## src/rtl/add_sub_serial_pkg.sv

```systemverilog
// Shared types and elaboration-time helpers for the serial adder/subtractor.
// Latency: n/a (package only).
// Backpressure: n/a (package only).
package add_sub_serial_pkg;

    typedef enum logic [1:0] {
        S_IDLE = 2'd0,
        S_CALC = 2'd1,
        S_WAIT = 2'd2
    } state_t;

    // Number of K-bit slices needed to cover an N-bit operand.
    function automatic int num_slices(input int n, input int k);
        return n / k;
    endfunction

    // Bits needed to count 0..v-1; at least one bit so a single-slice build still has an index.
    function automatic int idx_width(input int v);
        int w;
        w = 1;
        while ((32'd1 << w) < v) begin
            w = w + 1;
        end
        return w;
    endfunction

endpackage

```

## src/rtl/add_sub_serial_add_k.sv

```systemverilog
// Combinational K-bit slice adder with carry in and carry out.
// Latency: zero cycles, purely combinational.
// Backpressure: none, output follows inputs.
module add_k #(
    parameter int K = 2
) (
    input  logic [K-1:0] a,
    input  logic [K-1:0] b,
    input  logic         ci,
    output logic [K-1:0] r,
    output logic         co
);

    logic [K:0] sum;

    // Widen by one bit so the slice carry falls out of the top.
    always_comb begin
        sum = {1'b0, a} + {1'b0, b} + {{K{1'b0}}, ci};
    end

    assign r  = sum[K-1:0];
    assign co = sum[K];

endmodule

```

## src/rtl/add_sub_serial.sv

```systemverilog
// Serial N-bit add/subtract, K bits per clock, LSB slice first, soc/eoc handshake.
// Latency: capture edge plus N/K slice edges; eoc rises on the first edge after that with soc low.
// Backpressure: soc is level; result and eoc are held until soc has returned low.
module add_sub_serial
    import add_sub_serial_pkg::*;
#(
    parameter int N = 8,
    parameter int K = 2
) (
    input  logic         clock,
    input  logic         reset,
    input  logic         soc,
    input  logic [N-1:0] x,
    input  logic [N-1:0] y,
    input  logic         c_in,
    input  logic         sub,
    output logic [N-1:0] s,
    output logic         c_out,
    output logic         ow,
    output logic         eoc
);

    localparam int M  = num_slices(N, K);
    localparam int IW = idx_width(M);
    localparam logic [IW-1:0] LAST_IDX = IW'(M - 1);

    state_t        state_q, state_d;
    logic [N-1:0]  x_q, x_d;
    logic [N-1:0]  y_q, y_d;
    logic [N-1:0]  acc_q, acc_d;
    logic          carry_q, carry_d;
    logic [IW-1:0] idx_q, idx_d;
    logic          x_msb_q, x_msb_d;
    logic          y_msb_q, y_msb_d;
    logic [N-1:0]  s_q, s_d;
    logic          c_out_q, c_out_d;
    logic          ow_q, ow_d;

    logic [K-1:0]  slice_r;
    logic          slice_co;
    logic [N-1:0]  acc_next;

    // Operand registers shift right each slice, so the adder always sees bit 0 upward.
    add_k #(.K(K)) u_add_k (
        .a  (x_q[K-1:0]),
        .b  (y_q[K-1:0]),
        .ci (carry_q),
        .r  (slice_r),
        .co (slice_co)
    );

    // Result accumulator with the new slice entering at the top; after M slices it is the full word.
    always_comb begin
        acc_next = (acc_q >> K) | (N'(slice_r) << (N - K));
    end

    // Next-state and datapath: capture in IDLE, one slice per edge in CALC, wait for soc low in WAIT.
    always_comb begin
        state_d = state_q;
        x_d     = x_q;
        y_d     = y_q;
        acc_d   = acc_q;
        carry_d = carry_q;
        idx_d   = idx_q;
        x_msb_d = x_msb_q;
        y_msb_d = y_msb_q;
        s_d     = s_q;
        c_out_d = c_out_q;
        ow_d    = ow_q;

        case (state_q)
            S_IDLE: begin
                if (soc) begin
                    // Subtraction as x + ~y + ~borrow; carry out then means "no borrow".
                    x_d     = x;
                    y_d     = sub ? ~y : y;
                    carry_d = sub ? ~c_in : c_in;
                    x_msb_d = x[N-1];
                    y_msb_d = sub ? ~y[N-1] : y[N-1];
                    acc_d   = '0;
                    idx_d   = '0;
                    state_d = S_CALC;
                end
            end
            S_CALC: begin
                x_d     = x_q >> K;
                y_d     = y_q >> K;
                acc_d   = acc_next;
                carry_d = slice_co;
                idx_d   = idx_q + 1'b1;
                if (idx_q == LAST_IDX) begin
                    // Publish only here so partial sums never reach s.
                    s_d     = acc_next;
                    c_out_d = slice_co;
                    ow_d    = (x_msb_q == y_msb_q) && (x_msb_q != slice_r[K-1]);
                    state_d = S_WAIT;
                end
            end
            S_WAIT: begin
                if (!soc) begin
                    state_d = S_IDLE;
                end
            end
            default: begin
                state_d = S_IDLE;
            end
        endcase
    end

    // State and datapath registers; synchronous reset discards any operation in flight.
    always_ff @(posedge clock) begin
        if (reset) begin
            state_q <= S_IDLE;
            x_q     <= '0;
            y_q     <= '0;
            acc_q   <= '0;
            carry_q <= 1'b0;
            idx_q   <= '0;
            x_msb_q <= 1'b0;
            y_msb_q <= 1'b0;
            s_q     <= '0;
            c_out_q <= 1'b0;
            ow_q    <= 1'b0;
        end else begin
            state_q <= state_d;
            x_q     <= x_d;
            y_q     <= y_d;
            acc_q   <= acc_d;
            carry_q <= carry_d;
            idx_q   <= idx_d;
            x_msb_q <= x_msb_d;
            y_msb_q <= y_msb_d;
            s_q     <= s_d;
            c_out_q <= c_out_d;
            ow_q    <= ow_d;
        end
    end

    assign s     = s_q;
    assign c_out = c_out_q;
    assign ow    = ow_q;
    assign eoc   = (state_q == S_IDLE);

endmodule

```

## config.mk

```make
export PLATFORM = sky130hd
export DESIGN_NAME = add_sub_serial
export DESIGN_NICKNAME = d
export VERILOG_FILES = /design/src/rtl/add_sub_serial_pkg.sv /design/src/rtl/add_sub_serial_add_k.sv /design/src/rtl/add_sub_serial.sv
export SDC_FILE = /design/constraint.sdc
export NUM_CORES = 1
export LEC_CHECK = 0
export ABC_AREA = 1
export CORE_ASPECT_RATIO = 1.75
export CORE_UTILIZATION = 36
export CTS_BUF_LIST = sky130_fd_sc_hd__clkbuf_2
export DETAILED_ROUTE_END_ITERATION = 12
export DONT_BUFFER_PORTS = 1
export PLACE_DENSITY_LB_ADDON = 0.1
export SYNTH_ARGS = -nofsm -noshare
export SYNTH_HDL_FRONTEND = slang
export SYNTH_SLANG_ARGS = --single-unit
```

## constraint.sdc

```tcl
create_clock -name clock -period 2.1 [get_ports clock]
set_input_delay 0.63 -clock clock [delete_from_list [all_inputs] [get_ports clock]]
set_output_delay 0.63 -clock clock [all_outputs]
set_load 0.1 [all_outputs]
```

==> metrics list, run 1 <==
- Status: finished clean
* Leading cell types by count after synthesis: sky130_fd_sc_hd__nand2_1 (113), sky130_fd_sc_hd__dfxtp_1 (39), sky130_fd_sc_hd__inv_1 (31), sky130_fd_sc_hd__a21oi_1 (24), sky130_fd_sc_hd__nor2_1 (19)
- Global-route congestion overflow total: 0
- Max-cap viol count: 0
- VDD sags by at most 0.362 mV.
- Cell family with the largest share of critical-path delay: flip-flops
* Total routing usage reported by global routing: 0.161
- Core outline area: 4750 sq um
- In this run, the number of DRC markers left after iteration 0 of detailed routing was 69.
- Shortest clock period the worst path allows after layout: 1.83 ns
- Critical path cell sequence: nor2_2 -> buf_4
- Drt drc: 0
- Period utilisation layout: 0.872
- Power per standard cell area: 677 nW/um^2
- The clock passes through at most 2 buffers.
- Lkg Pwr: 0.933 nW
- Total routed wirelength: 3.70 mm
- By area the synthesized netlist is led by sky130_fd_sc_hd__dfxtp_1 (43%), sky130_fd_sc_hd__nand2_1 (23%), sky130_fd_sc_hd__a21oi_1 (6.6%).
- The initial antenna violation count came to 0.
- Root Driver: sky130_fd_sc_hd__clkbuf_2
- Area growth from synthesis to layout: 6.28%
- Count of nets after finishing: 299
- Counting every sink on the clock net gives 39.
- Counting flops and latches in the post-synthesis netlist gives 39.
- After detailed routing, the average wire length per cell comes to 11.3 um.
* Number of buffers created by CTS: 5
- Adding up every negative setup slack in the final design gives 0 ns.
- In this run the worst hold path is classified as input port to flop.
* Post-Syn Area: 1810 sq um
- Placed Instance Area: 1890 sq um
* Crit-path max cell delay: 0.40 ns
- The number of different library cells used by synthesis comes to 21.
- For the worst-skew pair, the clock arrives at the later sink with an insertion delay of 0.39 ns.
- After detailed routing, the number of vias per cell comes to 4.63.
* Req. time, crit path: 1.47 ns
- Maximum fanout count along the critical path: 4
* Start-to-end type of the worst setup path: flop to output port
- Of the cells placed in the final design, the portion with a size suffix greater than 1 is 0.109.
- The repair_antennas step left the layout with diodes totalling 0.
- Maximum number of pins on one net before global-route repair: 32
- The hold violation total from the final report came to 0.
- Design Area, Final: 1930 sq um
- At the end of routability-driven placement, the weighted congestion stood at 0.708.
- Die ar.: 5330 sq um
- In this run, synthesis inferred 0 flip-flops with an integrated enable.
- The die is 95.8 um tall.
* First-pass GRT wire length: 6.62 mm
* Count of yosys warnings during synthesis: 0
- Worst slew pin tran: 0.483 ns
- Number of standard cells after synthesis: 267
- The worst setup path is captured at an output port.
* Most common flop cell mapped by yosys: sky130_fd_sc_hd__dfxtp_1
- Once the clock tree was built, the setup fixing pass inserted 0 buffers.
- STA classifies the critical path startpoint as a flop.
- The floorplan has 33 rows.
- The share of synthesized area in the top cell type comes to 0.431.
- Setup violations remaining at the end of the flow were counted as 0.
- A synthesized cell averages 6.79 sq um.
- Estimated wirelength of the detail-placed design: 2.63 mm
* Vias in the first global route: 1470
- Buf+Inv Stages, Crit Path: 1
- Static timing analysis puts the maximum clock frequency at 0.546 GHz.
* Fill cells: 523
- Setup repair after global routing left no endpoint under its margin.
- Summing all multi-input logic gate instances after layout gives 818 sq um.
- Critical Path AT: 1.20 ns
- From left edge to right edge, the die measures 55.6 um.
- Of all cell types, the one taking the most synthesized area is sky130_fd_sc_hd__dfxtp_1.
- Top-Level Pins: 32
- In the synthesized netlist the async set-or-reset flop fraction comes to 0.
- The initial utilization of the core area, before any placement, comes to 0.382.
- Total of hold buffers inserted after clock tree synthesis: 0
- In this run the tool buffered the top-level ports with 0 buffer cells.
- Post-synth net total: 291
- Clock-pin slew of the registers on the worst-case setup and hold paths: 0.19 ns
- Slowest-stage cell, CP: sky130_fd_sc_hd__dfxtp_1
- Total power: 0.00130 W
- Once the clock tree was built, the resizer swapped 0 gates to a different size.
* Via total after detailed routing: 1519
- The sequential cells in the finished layout cover a total of 781 sq um.
- The worst pin sits at a relative slew slack of 0.677.
- Cell with the most instances after synthesis: sky130_fd_sc_hd__nand2_1
- Count of nets left with antenna violations after detail routing: 0
* Worst clock skew: 0.0190 ns
- In this run the number of H-tree levels came out at 2.
- TritonCTS built the clock tree.
- Before antenna repair, the detailed router went through 4 iterations.
- Of the synthesized area, sequential elements account for 0.431.
* Final Max Tran Viols: 0
## where the power goes
group	internal, W	switching, W
registers	0.000775	0.0000199
clock network	0.0000910	0.000238
logic	0.0000614	0.000118
total	0.000927	0.000376
## stage by stage
stage | util | hold WS [ns] | std cells | setup WS, ns
global placement | 0.397 | 0.444 | 320 | 0.389
global route | 0.406 | 0.201 | 328 | 0.126
finish | 0.406 | 0.278 | 328 | 0.270
CTS | 0.406 | 0.253 | 328 | 0.239
detailed placement | 0.397 | 0.448 | 320 | 0.331
floorplan | - | 0.439 | 267 | 0.303
## path summary, 6_finish.rpt
path                                         startpoint                    to  slack [ns]  depth (start not counted)
worst max-delay path            state_q[0]$_SDFFE_PP0P_                   eoc        0.27                          2
worst min-delay path                              reset  y_msb_q$_SDFFE_PP0P_        0.28                          1
worst max register to register     carry_q$_SDFFE_PP0P_       ow$_SDFFE_PP0P_        0.27                          8
worst min register to register        s[4]$_SDFFE_PP0P_     s[4]$_SDFFE_PP0P_        0.46                          2
## registers in the layout, summed over array words and instances, names as in the netlist
register	count
y_q	8
s	8
x_msb_q	1
acc_q	6
carry_q	1
idx_q	2
ow	1
x_q	8
y_msb_q	1
c_out	1
state_q	2
## cells in the final DEF (no fill, tap or decap)
cell type,n
sky130_fd_sc_hd__nand2_1,113
sky130_fd_sc_hd__dfxtp_1,39
sky130_fd_sc_hd__inv_1,31
sky130_fd_sc_hd__a21oi_1,24
sky130_fd_sc_hd__nor2_1,18
sky130_fd_sc_hd__buf_4,13
sky130_fd_sc_hd__nand3_1,8
sky130_fd_sc_hd__clkbuf_2,7
sky130_fd_sc_hd__o21ai_0,6
sky130_fd_sc_hd__nor2_2,3
sky130_fd_sc_hd__inv_2,2
sky130_fd_sc_hd__nand2_2,2
sky130_fd_sc_hd__xor2_1,2
sky130_fd_sc_hd__fa_1,2
sky130_fd_sc_hd__o21ai_2,1
sky130_fd_sc_hd__nor2_4,1
sky130_fd_sc_hd__nand3b_1,1
sky130_fd_sc_hd__o211ai_1,1
sky130_fd_sc_hd__ha_1,1
sky130_fd_sc_hd__clkinv_2,1
## kinds of logic (layout without fill, tap and decap cells)
kind of cell | Yosys count | after routing | synth area share
adders and majority gates | 3 | 3 | 0.0290
AOI/OAI and AO/OA | 32 | 32 | 0.0919
DFF | 39 | 39 | 0.431
buffers and inverters | 45 | 54 | 0.119
xor gates and xnor gates | 2 | 2 | 0.00967
and+or+nand+nor | 146 | 146 | 0.320
## final cells by class
class	count	area share
Clock buffer	7	0.0182
Clock inverter	1	0.00260
Inverter	33	0.0643
Multi-Input combinational cell	183	0.425
Sequential cell	39	0.405
Tap cell	52	0.0338
Timing Repair Buffer	13	0.0507
## layer usage
layer	global-route usage	routed length, um
met1	0.160	1540
met2	0.315	1960
met3	0.0376	135
met4	0.0688	72
met5	0	0
No activity file was read; power rests on OpenSTA's default activity.
==> inputs of run 2 (changes only) <==
--- a/config.mk
+++ b/config.mk
@@ -6,12 +6,14 @@
 export NUM_CORES = 1
 export LEC_CHECK = 0
 export ABC_AREA = 1
+export CAP_MARGIN = 20
 export CORE_ASPECT_RATIO = 1.75
 export CORE_UTILIZATION = 36
 export CTS_BUF_LIST = sky130_fd_sc_hd__clkbuf_2
 export DETAILED_ROUTE_END_ITERATION = 12
 export DONT_BUFFER_PORTS = 1
 export PLACE_DENSITY_LB_ADDON = 0.1
+export REMOVE_ABC_BUFFERS = 1
 export SYNTH_ARGS = -nofsm -noshare
 export SYNTH_HDL_FRONTEND = slang
 export SYNTH_SLANG_ARGS = --single-unit
==> run 2 against run 1 <==
Net effect:
- core utilization grew 0.11 points
- non-clock buffer count is 1 higher
- die area unchanged
- via count hardly changed
- register-to-register slack better by 0.06 ns
- final area rose by 0.26%
- largest cell class unchanged
- highest routed layer unchanged
==> metrics list, run 2 (synthesis results as in run 1) <==
- Worst hold path depth: 1 (unchanged)
- The initial antenna violation count came to 0 (unchanged).
- Path type of the worst min-delay path: input port to flop (unchanged)
* Routability Congestion: 0.682 (was 0.708)
* Period utilisation layout: 0.874 (was 0.872)
- Vias in the first global route: 1490 (was 1470)
- The post-place setup slack is 0.332 ns (was 0.331 ns).
- The switching power share of the total came to 0.290 (was 0.289).
* Count of TritonRoute iterations in the first routing pass: 4 (unchanged)
- The standard cell core area was 4750 sq um (unchanged).
* Launching element type of the critical path: flop (unchanged)
- The count of filler cells inserted in the layout is 531 (was 523).
* Maximum fanout count along the critical path: 4 (unchanged)
* Area growth from synthesis to layout: 6.56% (was 6.28%)
* Post-CTS setup repair buffer count: 0 (unchanged)
- Estimated wirelength of the detail-placed design: 2.65 mm (was 2.63 mm)
- Max Buffers Root-to-Sink: 2 (unchanged)
* Count of nets left with antenna violations after detail routing: 0 (unchanged)
- Status: finished clean (unchanged)
- The final-stage net count is 300 (was 299).
- The total via count after detailed routing is 1520 (was 1519).
- Number of port buffers: 0 (unchanged)
* Clock-pin slew of the registers on the worst-case setup and hold paths: 0.20 ns (was 0.19 ns)
* Max_slew headroom: 0.657 (was 0.677)
* Lkg Pwr: 0.933 nW (about the same)
* Final core occ: 0.407 (was 0.406)
* Total of hold buffers inserted after clock tree synthesis: 0 (unchanged)
* Number of buffers created by CTS: 5 (unchanged)
* Total routing usage reported by global routing: 0.156 (was 0.161)
* Power per standard cell area: 670 nW/um^2 (was 677 nW/um^2)
- Setup repair after global routing missed its margin: no (unchanged)
- The overall die area came to 5330 sq um (unchanged).
* Worst slew pin tran: 0.513 ns (was 0.483 ns)
* Clock latency on the worst-skew pair: 0.38 ns (was 0.39 ns)
- Top-Level Pins: 32 (unchanged)
- The floorplan die height is 95.8 um (unchanged).
- The count of endpoints failing setup in the final report was 0 (unchanged).
* Clock share of power: 0.245 (was 0.253)
* Shortest clock period the worst path allows after layout: 1.83 ns (about the same)
- The required time of the critical path came to 1.47 ns (about the same).
- The number of maximum-capacitance violations is 0 (unchanged).
- Num Clock Sinks: 39 (unchanged)
- DRC violation total after the first TritonRoute iteration: 18 (was 69)
* FF-to-FF path depth: 8 (unchanged)
- The footprint of the multi-input gates was 818 sq um (unchanged).
* Net Sw Power: 0.000376 W (about the same)
- The critical path endpoint category is an output port (unchanged).
* Sum of negative setup slack: 0 ns (unchanged)
- Int Pwr: 0.000919 W (was 0.000927 W)
- FF/Latch Area: 781 sq um (unchanged)
* Drt drc: 0 (unchanged)
- The clock tree root driver cell is sky130_fd_sc_hd__clkbuf_2 (unchanged).
- Highest Clock Rate: 0.545 GHz (was 0.546 GHz)
- The max-slew violation total from the final report came to 0 (unchanged).
- The starting density of the core is 0.382 (unchanged).
* Total count of hold-check failures in the final report: 0 (unchanged)
* Start-to-end type of the worst setup path: flop to output port (unchanged)
- The sequential fraction of design power is 0.613 (was 0.610).
- The first-pass GRT wire length came to 6.38 mm (was 6.62 mm).
* Standard-cell row count: 33 (unchanged)
- Die Span X: 55.6 um (unchanged)
- The wire length after detailed routing was 3.78 mm (was 3.70 mm).
- Average detailed-routed wire length per instance: 11.5 um (was 11.3 um)
- Number of vias per cell: 4.62 (was 4.63)
- Antenna diode instance count: 0 (unchanged)
- The clock tree from TritonCTS is yes (unchanged).
* Post-CTS sizing: 0 (unchanged)
- Combinational power share: 0.141 (was 0.138)
- The maximum number of pins on one net before global-route repair is 26 (was 32).
* Global-route congestion overflow total: 0 (unchanged)
* Least setup slack across all paths after layout: 0.266 ns (was 0.270 ns)
- Commonest cells after routing, fill and taps aside: sky130_fd_sc_hd__nand2_1 (113), sky130_fd_sc_hd__dfxtp_1 (39), sky130_fd_sc_hd__inv_1 (31), sky130_fd_sc_hd__a21oi_1 (24), sky130_fd_sc_hd__nor2_1 (18) (unchanged).
* H-tree depth: 2 (unchanged)
- The data arrival time of the critical path came to 1.20 ns (about the same).
* Layout cells sized above 1: 0.105 (was 0.109)
- Commonest non-fill, non-tap cell in the layout: sky130_fd_sc_hd__nand2_1 (unchanged)
- IR drop worst, VDD: 0.335 mV (was 0.362 mV)
- The clock skew is 0.0189 ns (was 0.0190 ns).
[run 2: cell count changes in the layout (fill, tap and decap cells not counted)]
cell / before / now
sky130_fd_sc_hd__clkinv_1: 0 / 2
sky130_fd_sc_hd__buf_4: 13 / 14
sky130_fd_sc_hd__clkinv_2: 1 / 0
sky130_fd_sc_hd__clkbuf_2: 7 / 6
[run 2: final timing paths]
check | startpoint | end | slack (ns)
setup reg to reg | carry_q$_SDFFE_PP0P_ | ow$_SDFFE_PP0P_ | 0.33
hold / removal | reset | s[5]$_SDFFE_PP0P_ | 0.28
setup / recovery | state_q[0]$_SDFFE_PP0P_ | eoc | 0.27
hold reg to reg | acc_q[2]$_SDFFE_PP0P_ | acc_q[2]$_SDFFE_PP0P_ | 0.47
[run 2: cell type report]
cell class,instances,share of cell area
Clock buffer,6,0.0156
Clock inverter,2,0.00389
Inverter,33,0.0642
Multi-Input combinational cell,183,0.424
Sequential cell,39,0.404
Tap cell,52,0.0337
Timing Repair Buffer,14,0.0544
[run 2: critical path, cell delays in order, from the launching register on]
cell and delay (ns):
sky130_fd_sc_hd__dfxtp_1 0.41, sky130_fd_sc_hd__nor2_2 0.12, sky130_fd_sc_hd__buf_4 0.29
[run 2: metrics by stage]
stage / power, W / hold WS, ns / area (sq um) / std cells
floorplan: 0.000947 / 0.435 / 1720 / 255
global placement: 0.000993 / 0.444 / 1890 / 321
detailed placement: 0.000995 / 0.450 / 1890 / 321
CTS: 0.00132 / 0.245 / 1930 / 329
global route: 0.00138 / 0.223 / 1930 / 329
finish: 0.00129 / 0.279 / 1930 / 329
[run 2: power by group through the flow]
| stage | Combinational [W] | Sequential, W | Clock [W] |
|---|---|---|---|
| 3_3_place_gp | 0.000184 | 0.000809 | 0 |
| 6_report | 0.000183 | 0.000794 | 0.000318 |
| 3_5_place_dp | 0.000186 | 0.000810 | 0 |
| 5_1_grt | 0.000213 | 0.000800 | 0.000367 |
| 2_1_floorplan | 0.000141 | 0.000806 | 0 |
| 4_1_cts | 0.000186 | 0.000794 | 0.000341 |
[run 2: per-layer routing]
layer  vias up  routed length (um)  GRT usage
met1       664                1620      0.160
met5         -                   0          0
met4         0                  77     0.0750
met3         6                 144     0.0376
met2        26                1940      0.293
li1        824                   -          -
==> edit 1 (config.mk and constraints of run 1) <==
Take the reset off `x_q`, `y_q` and `s_q` and load them in a clocked block of their own.
--- a/src/rtl/add_sub_serial.sv
+++ b/src/rtl/add_sub_serial.sv
@@ -111,29 +111,29 @@
     always_ff @(posedge clock) begin
         if (reset) begin
             state_q <= S_IDLE;
-            x_q     <= '0;
-            y_q     <= '0;
             acc_q   <= '0;
             carry_q <= 1'b0;
             idx_q   <= '0;
             x_msb_q <= 1'b0;
             y_msb_q <= 1'b0;
-            s_q     <= '0;
             c_out_q <= 1'b0;
             ow_q    <= 1'b0;
         end else begin
             state_q <= state_d;
-            x_q     <= x_d;
-            y_q     <= y_d;
             acc_q   <= acc_d;
             carry_q <= carry_d;
             idx_q   <= idx_d;
             x_msb_q <= x_msb_d;
             y_msb_q <= y_msb_d;
-            s_q     <= s_d;
             c_out_q <= c_out_d;
             ow_q    <= ow_d;
         end
+    end
+
+    always_ff @(posedge clock) begin
+        x_q <= x_d;
+        y_q <= y_d;
+        s_q <= s_d;
     end
 
     assign s     = s_q;
Formal check against the unedited RTL: differs if reset is asserted again (counterexample within 10 cycles, from zero or initial values and one cycle with reset high); with reset held inactive, the same outputs for 10 cycles.
==> edit 1 against run 1 <==
  * Area after synthesis fell by 5.4%
  * Worst hold slack got worse by 15 ps
  * Combinational power rose by 9%
  * Sequential cell count did not move
  * Largest power group unchanged
  * Fmax fell by 1.5%
  * Sequential power rose by 14%
  * Worst setup slack got worse by 27 ps
  * Sequential share of layout area rose by 14 points
  * Register-to-register slack improved by 30 ps
  * Power rose by 8.9%
  * Cell area fell by 2.9%
  * Routed wire length fell by 19%
==> edit 1: results (changes against run 1) <==
Vias/cell = 4.73 (+2.2%)
WL final = 2980 um (-19%)
Switching Share = 27.3% (-1.6 points)
post-synthesis sequential area ratio = 59.6% (+16 points)
FF-to-FF path depth = 10 (+2)
nets = 206 (-31%)
WL per Instance = 12.7 um (+13%)
RePlAce Congestion = 0.743 (+5.0%)
worst rel slew slack = 77.3% (+9.5 points)
GRT Total Usage = 13.8% (-2.3 points)
grt met2 use = 24.2% (-7.3 points)
placed wire-length estimate = 2120 um (-19%)
ratio of cells with drive above 1 in the final layout = 21.9% (+11 points)
skew final = 16.2 ps (-2.88 ps)
dpl cells = 226 (-29%)
vias in the first global route = 1078 (-27%)
outcome = complete, no violations
met3 Usage GRT = 4.23% (+0.46 points)
Syn Nets = 191 (-34%)
peak supply drop = 0.405 mV (+12%)
setup slack at placement = 309 ps (-22.2 ps)
top cells by count, synth = nand2_1, edfxtp_1, inv_1, dfxtp_1, nor2_1
LEAKAGE = 0.000756 uW (-19%)
critical path arrival = 1230 ps (+30 ps)
GRT met1 Usage = 14.0% (-2.1 points)
top post-synthesis cells by area = edfxtp_1, dfxtp_1, nand2_1, inv_1, a21oi_2
global-route wire length before repair = 4940 um (-25%)
post-synthesis average cell area = 10.3 um2 (+51%)
largest net degree at the start of global routing = 33 (+3.1%)
Yosys cell types = 22 (+4.8%)
[edit 1: cell type report]
class,count,area (um2)
fillers,471,2620
inverters,21,81.3
repair buffers,13,97.6
clock buffers,6,30.0
multi-input cells,102,568
clock inverters,2,7.51
well taps,51,63.8
flip-flops and latches,39,1020
[edit 1: logic make-up after synthesis]
group                    synth area share, %
flip-flops                              59.6
adder cells (fa/ha/maj)                 3.07
buffers and inverters                   7.45
AND/OR/NAND/NOR                         17.2
XOR/XNOR                                4.09
AO/OA/AOI/OAI                           8.69
[edit 1: final timing paths]
kind / from / endpoint / slack [ps]
min reg2reg: acc_q[3] / s[1] / 460
min: reset / idx_q[1] / 260
max: state_q[0] / eoc / 240
max reg2reg: carry_q / ow / 300
[edit 1: power groups by stage]
stage	Combinational [uW]	Sequential (uW)	Clock [uW]
6_report	196	905	318
5_1_grt	222	913	362
4_1_cts	202	906	328
3_5_place_dp	201	923	0
3_3_place_gp	193	921	0
2_1_floorplan	173	919	0
[edit 1: routing by layer]
metal  up-vias  share of wire (%)
met3         5                4.5
met4         0                2.1
met2        26                 54
met5         -                  0
li1        561                  -
met1       515                 39
[edit 1: per-stage QoR]
step                      instance area, um2  utilization (%)  hold WS [ps]
after floorplan                         1720                -           409
after global placement                  1830             40.8           418
after detailed placement                1830             40.8           421
after CTS                               1870             41.7           247
after global routing                    1870             41.7           224
final                                   1870             41.7           263
==> edit 2 (config.mk and constraints of run 1) <==
Made on the original files. `K` is set to 2 in 2 places; all go to 1.
--- a/src/rtl/add_sub_serial_add_k.sv
+++ b/src/rtl/add_sub_serial_add_k.sv
@@ -2,7 +2,7 @@
 // Latency: zero cycles, purely combinational.
 // Backpressure: none, output follows inputs.
 module add_k #(
-    parameter int K = 2
+    parameter int K = 1
 ) (
     input  logic [K-1:0] a,
     input  logic [K-1:0] b,
--- a/src/rtl/add_sub_serial.sv
+++ b/src/rtl/add_sub_serial.sv
@@ -5,7 +5,7 @@
     import add_sub_serial_pkg::*;
 #(
     parameter int N = 8,
-    parameter int K = 2
+    parameter int K = 1
 ) (
     input  logic         clock,
     input  logic         reset,
Behaviour: not the same (a bounded check fails within 10 cycles, from zero or initial values and one cycle with reset high).
==> edit 2 against run 1 <==
  * The flow now finishes with violations (design-rule violations)
  * Die area increased by 5.9%
  * Worst setup slack got worse by 34 ps
  * Area after synthesis increased by 6.1%
  * Cell area increased by 5.7%
  * Power increased by 2.8%
  * Clock power decreased by 2%
  * Sequential cell count increased by 2
  * Fmax decreased by 1.8%
  * Synthesized cell count increased by 6.7%
  * Sequential share of layout area decreased by 0.23 points
  * Worst hold slack got worse by 21 ps
  * Clock skew increased by 2.4 ps
  * Final cell count increased by 6.1%
  * Routed wire length increased by 2.2%
  * Highest routed layer unchanged
==> edit 2: results (changes against run 1) <==
global-route wire length before repair = 6800 um (+2.6%)
Fin Hold WS = 257 ps (-21.4 ps)
CTS Buf Count = 5 (unchanged)
top post-synthesis cells by area = dfxtp_1, nand2_1, inv_1, a21oi_1, nor2_1
Max-Cap Viols = 0 (unchanged)
FILL cells = 571 (+9.2%)
skew final = 21.4 ps (+2.38 ps)
outcome = finished with violations
Setup Fix Bufs, Post-CTS = 0 (unchanged)
clk root buf = clkbuf_2
worst rel slew slack = 76.2% (+8.4 points)
WL final = 3780 um (+2.2%)
CP max-delay cell = dfxtp_1
Syn Nets = 309 (+6.2%)
failing checks = design-rule violations
Vias/cell = 4.71 (+1.8%)
top cells by count, synth = nand2_1, dfxtp_1, inv_1, a21oi_1, nor2_1
Initial DRC Count = 43 (-38%)
worst r2r dst = ow
r2r setup slk = 590 ps (+320 ps)
post-synthesis average cell area = 6.74 um2 (-0.62%)
nets = 317 (+6.0%)
Critical Path End = eoc
drt pass-1 iters = 10 (+6)
peak supply drop = 0.270 mV (-26%)
Hold Path Class = in2reg
placed inst area = 2000 um2 (+6.0%)
Ant. Diodes = 0 (unchanged)
H-tree depth = 2 (unchanged)
Setup crit start = state_q[0]
crit-path max FO = 4 (unchanged)
slowest stage delay, CP = 430 ps (+30 ps)
clock transition at the registers of the reported paths = 210 ps (+20 ps)
ratio of cells with drive above 1 in the final layout = 9.86% (-1.0 points)
vias in the first global route = 1571 (+6.9%)
Post-route DRC = 2 (+2)
initial antenna violation count = 0 (unchanged)
Max Root-Sink Buffers = 2 (unchanged)
Resized cells post-CTS = 0 (unchanged)
critical path arrival = 1230 ps (+30 ps)
I/O Buffers = 0 (unchanged)
Crit Reg-Reg Startpoint = idx_q[0]
LEAKAGE = 0.000981 uW (+5.2%)
dpl cells = 340 (+6.3%)
placed wire-length estimate = 2630 um (about the same)
FF-to-FF path depth = 8 (unchanged)
Async S/R FF share, synth = 0% (unchanged)
Synth Warn # = 0 (unchanged)
fin cells = 348 (+6.1%)
GRT Total Usage = 15.4% (-0.75 points)
worst skew pair latency = 400 ps
Yosys cell types = 23 (+9.5%)
post-synthesis sequential area ratio = 42.7% (-0.39 points)
RePlAce Congestion = 0.695 (-1.8%)
largest net degree at the start of global routing = 35 (+9.4%)
most common flop cell mapped by yosys = dfxtp_1
## edit 2: cell count changes after synthesis, sizes merged
cell / before / now
buf: 9 / 11
ha: 1 / 2
dfxtp: 39 / 41
xor2: 2 / 1
clkbuf: 3 / 2
clkinv: 0 / 1
inv: 33 / 36
nand3b: 1 / 0
fa: 2 / 1
o211ai: 1 / 0
nand3: 8 / 12
o21ai: 7 / 8
nand2: 115 / 124
## edit 2: logic make-up after synthesis
group,share of synthesized area (%)
xor+xnor,0.456
buf+inv,12.6
compound gates,9.31
simple gates,32.6
flops,42.7
fa+ha+maj,2.34
## edit 2: layout make-up
type | instances | share of cell area, %
clock buffers | 5 | 1.23
inverters | 37 | 7.07
repair buffers | 14 | 5.16
clock inverters | 3 | 0.615
multi-input cells | 194 | 42.3
well taps | 54 | 3.32
flip-flops and latches | 41 | 40.3
## edit 2: power by group
group	internal [uW]	switching, uW	leakage [uW]
Combinational	62.6	124	0.000619
Sequential	812	17.0	0.000334
Clock	72.9	252	0.0000278
Total	948	393	0.000981
## edit 2: layer usage
metal,vias to the layer above,part of all wire (%),track usage (%),routed length [um]
met5,-,0,0,0
met4,0,2.0,6.75,76
met3,8,3.4,3.41,130
met2,27,51,29.1,1940
met1,736,43,15.5,1630
li1,869,-,-,-
## edit 2: critical path: cells and delay by family, from the launching register on
kind | cells | cell delay (ps)
buffers and inverters | 1 | 290
and+or+nand+nor | 1 | 120
DFF | 1 | 430
## edit 2: worst min path at each step
stage | from | end | cells after the start
5_1_grt | reset | c_out | 1
3_5_place_dp | s[4] | s[4] | 2
6_report | reset | c_out | 1
4_1_cts | reset | c_out | 1
3_3_place_gp | s[5] | s[5] | 2
2_1_floorplan | idx_q[1] | idx_q[1] | 2
## edit 2: per-stage QoR
| step | power [uW] | util, % | setup slack [ps] |
|---|---|---|---|
| detailed placement | 1040 | 39.5 | 583 |
| floorplan | 1010 | - | 282 |
| CTS | 1360 | 40.2 | 208 |
| global placement | 1030 | 39.5 | 630 |
| finish | 1340 | 40.2 | 235 |
| global route | 1420 | 40.2 | 115 |
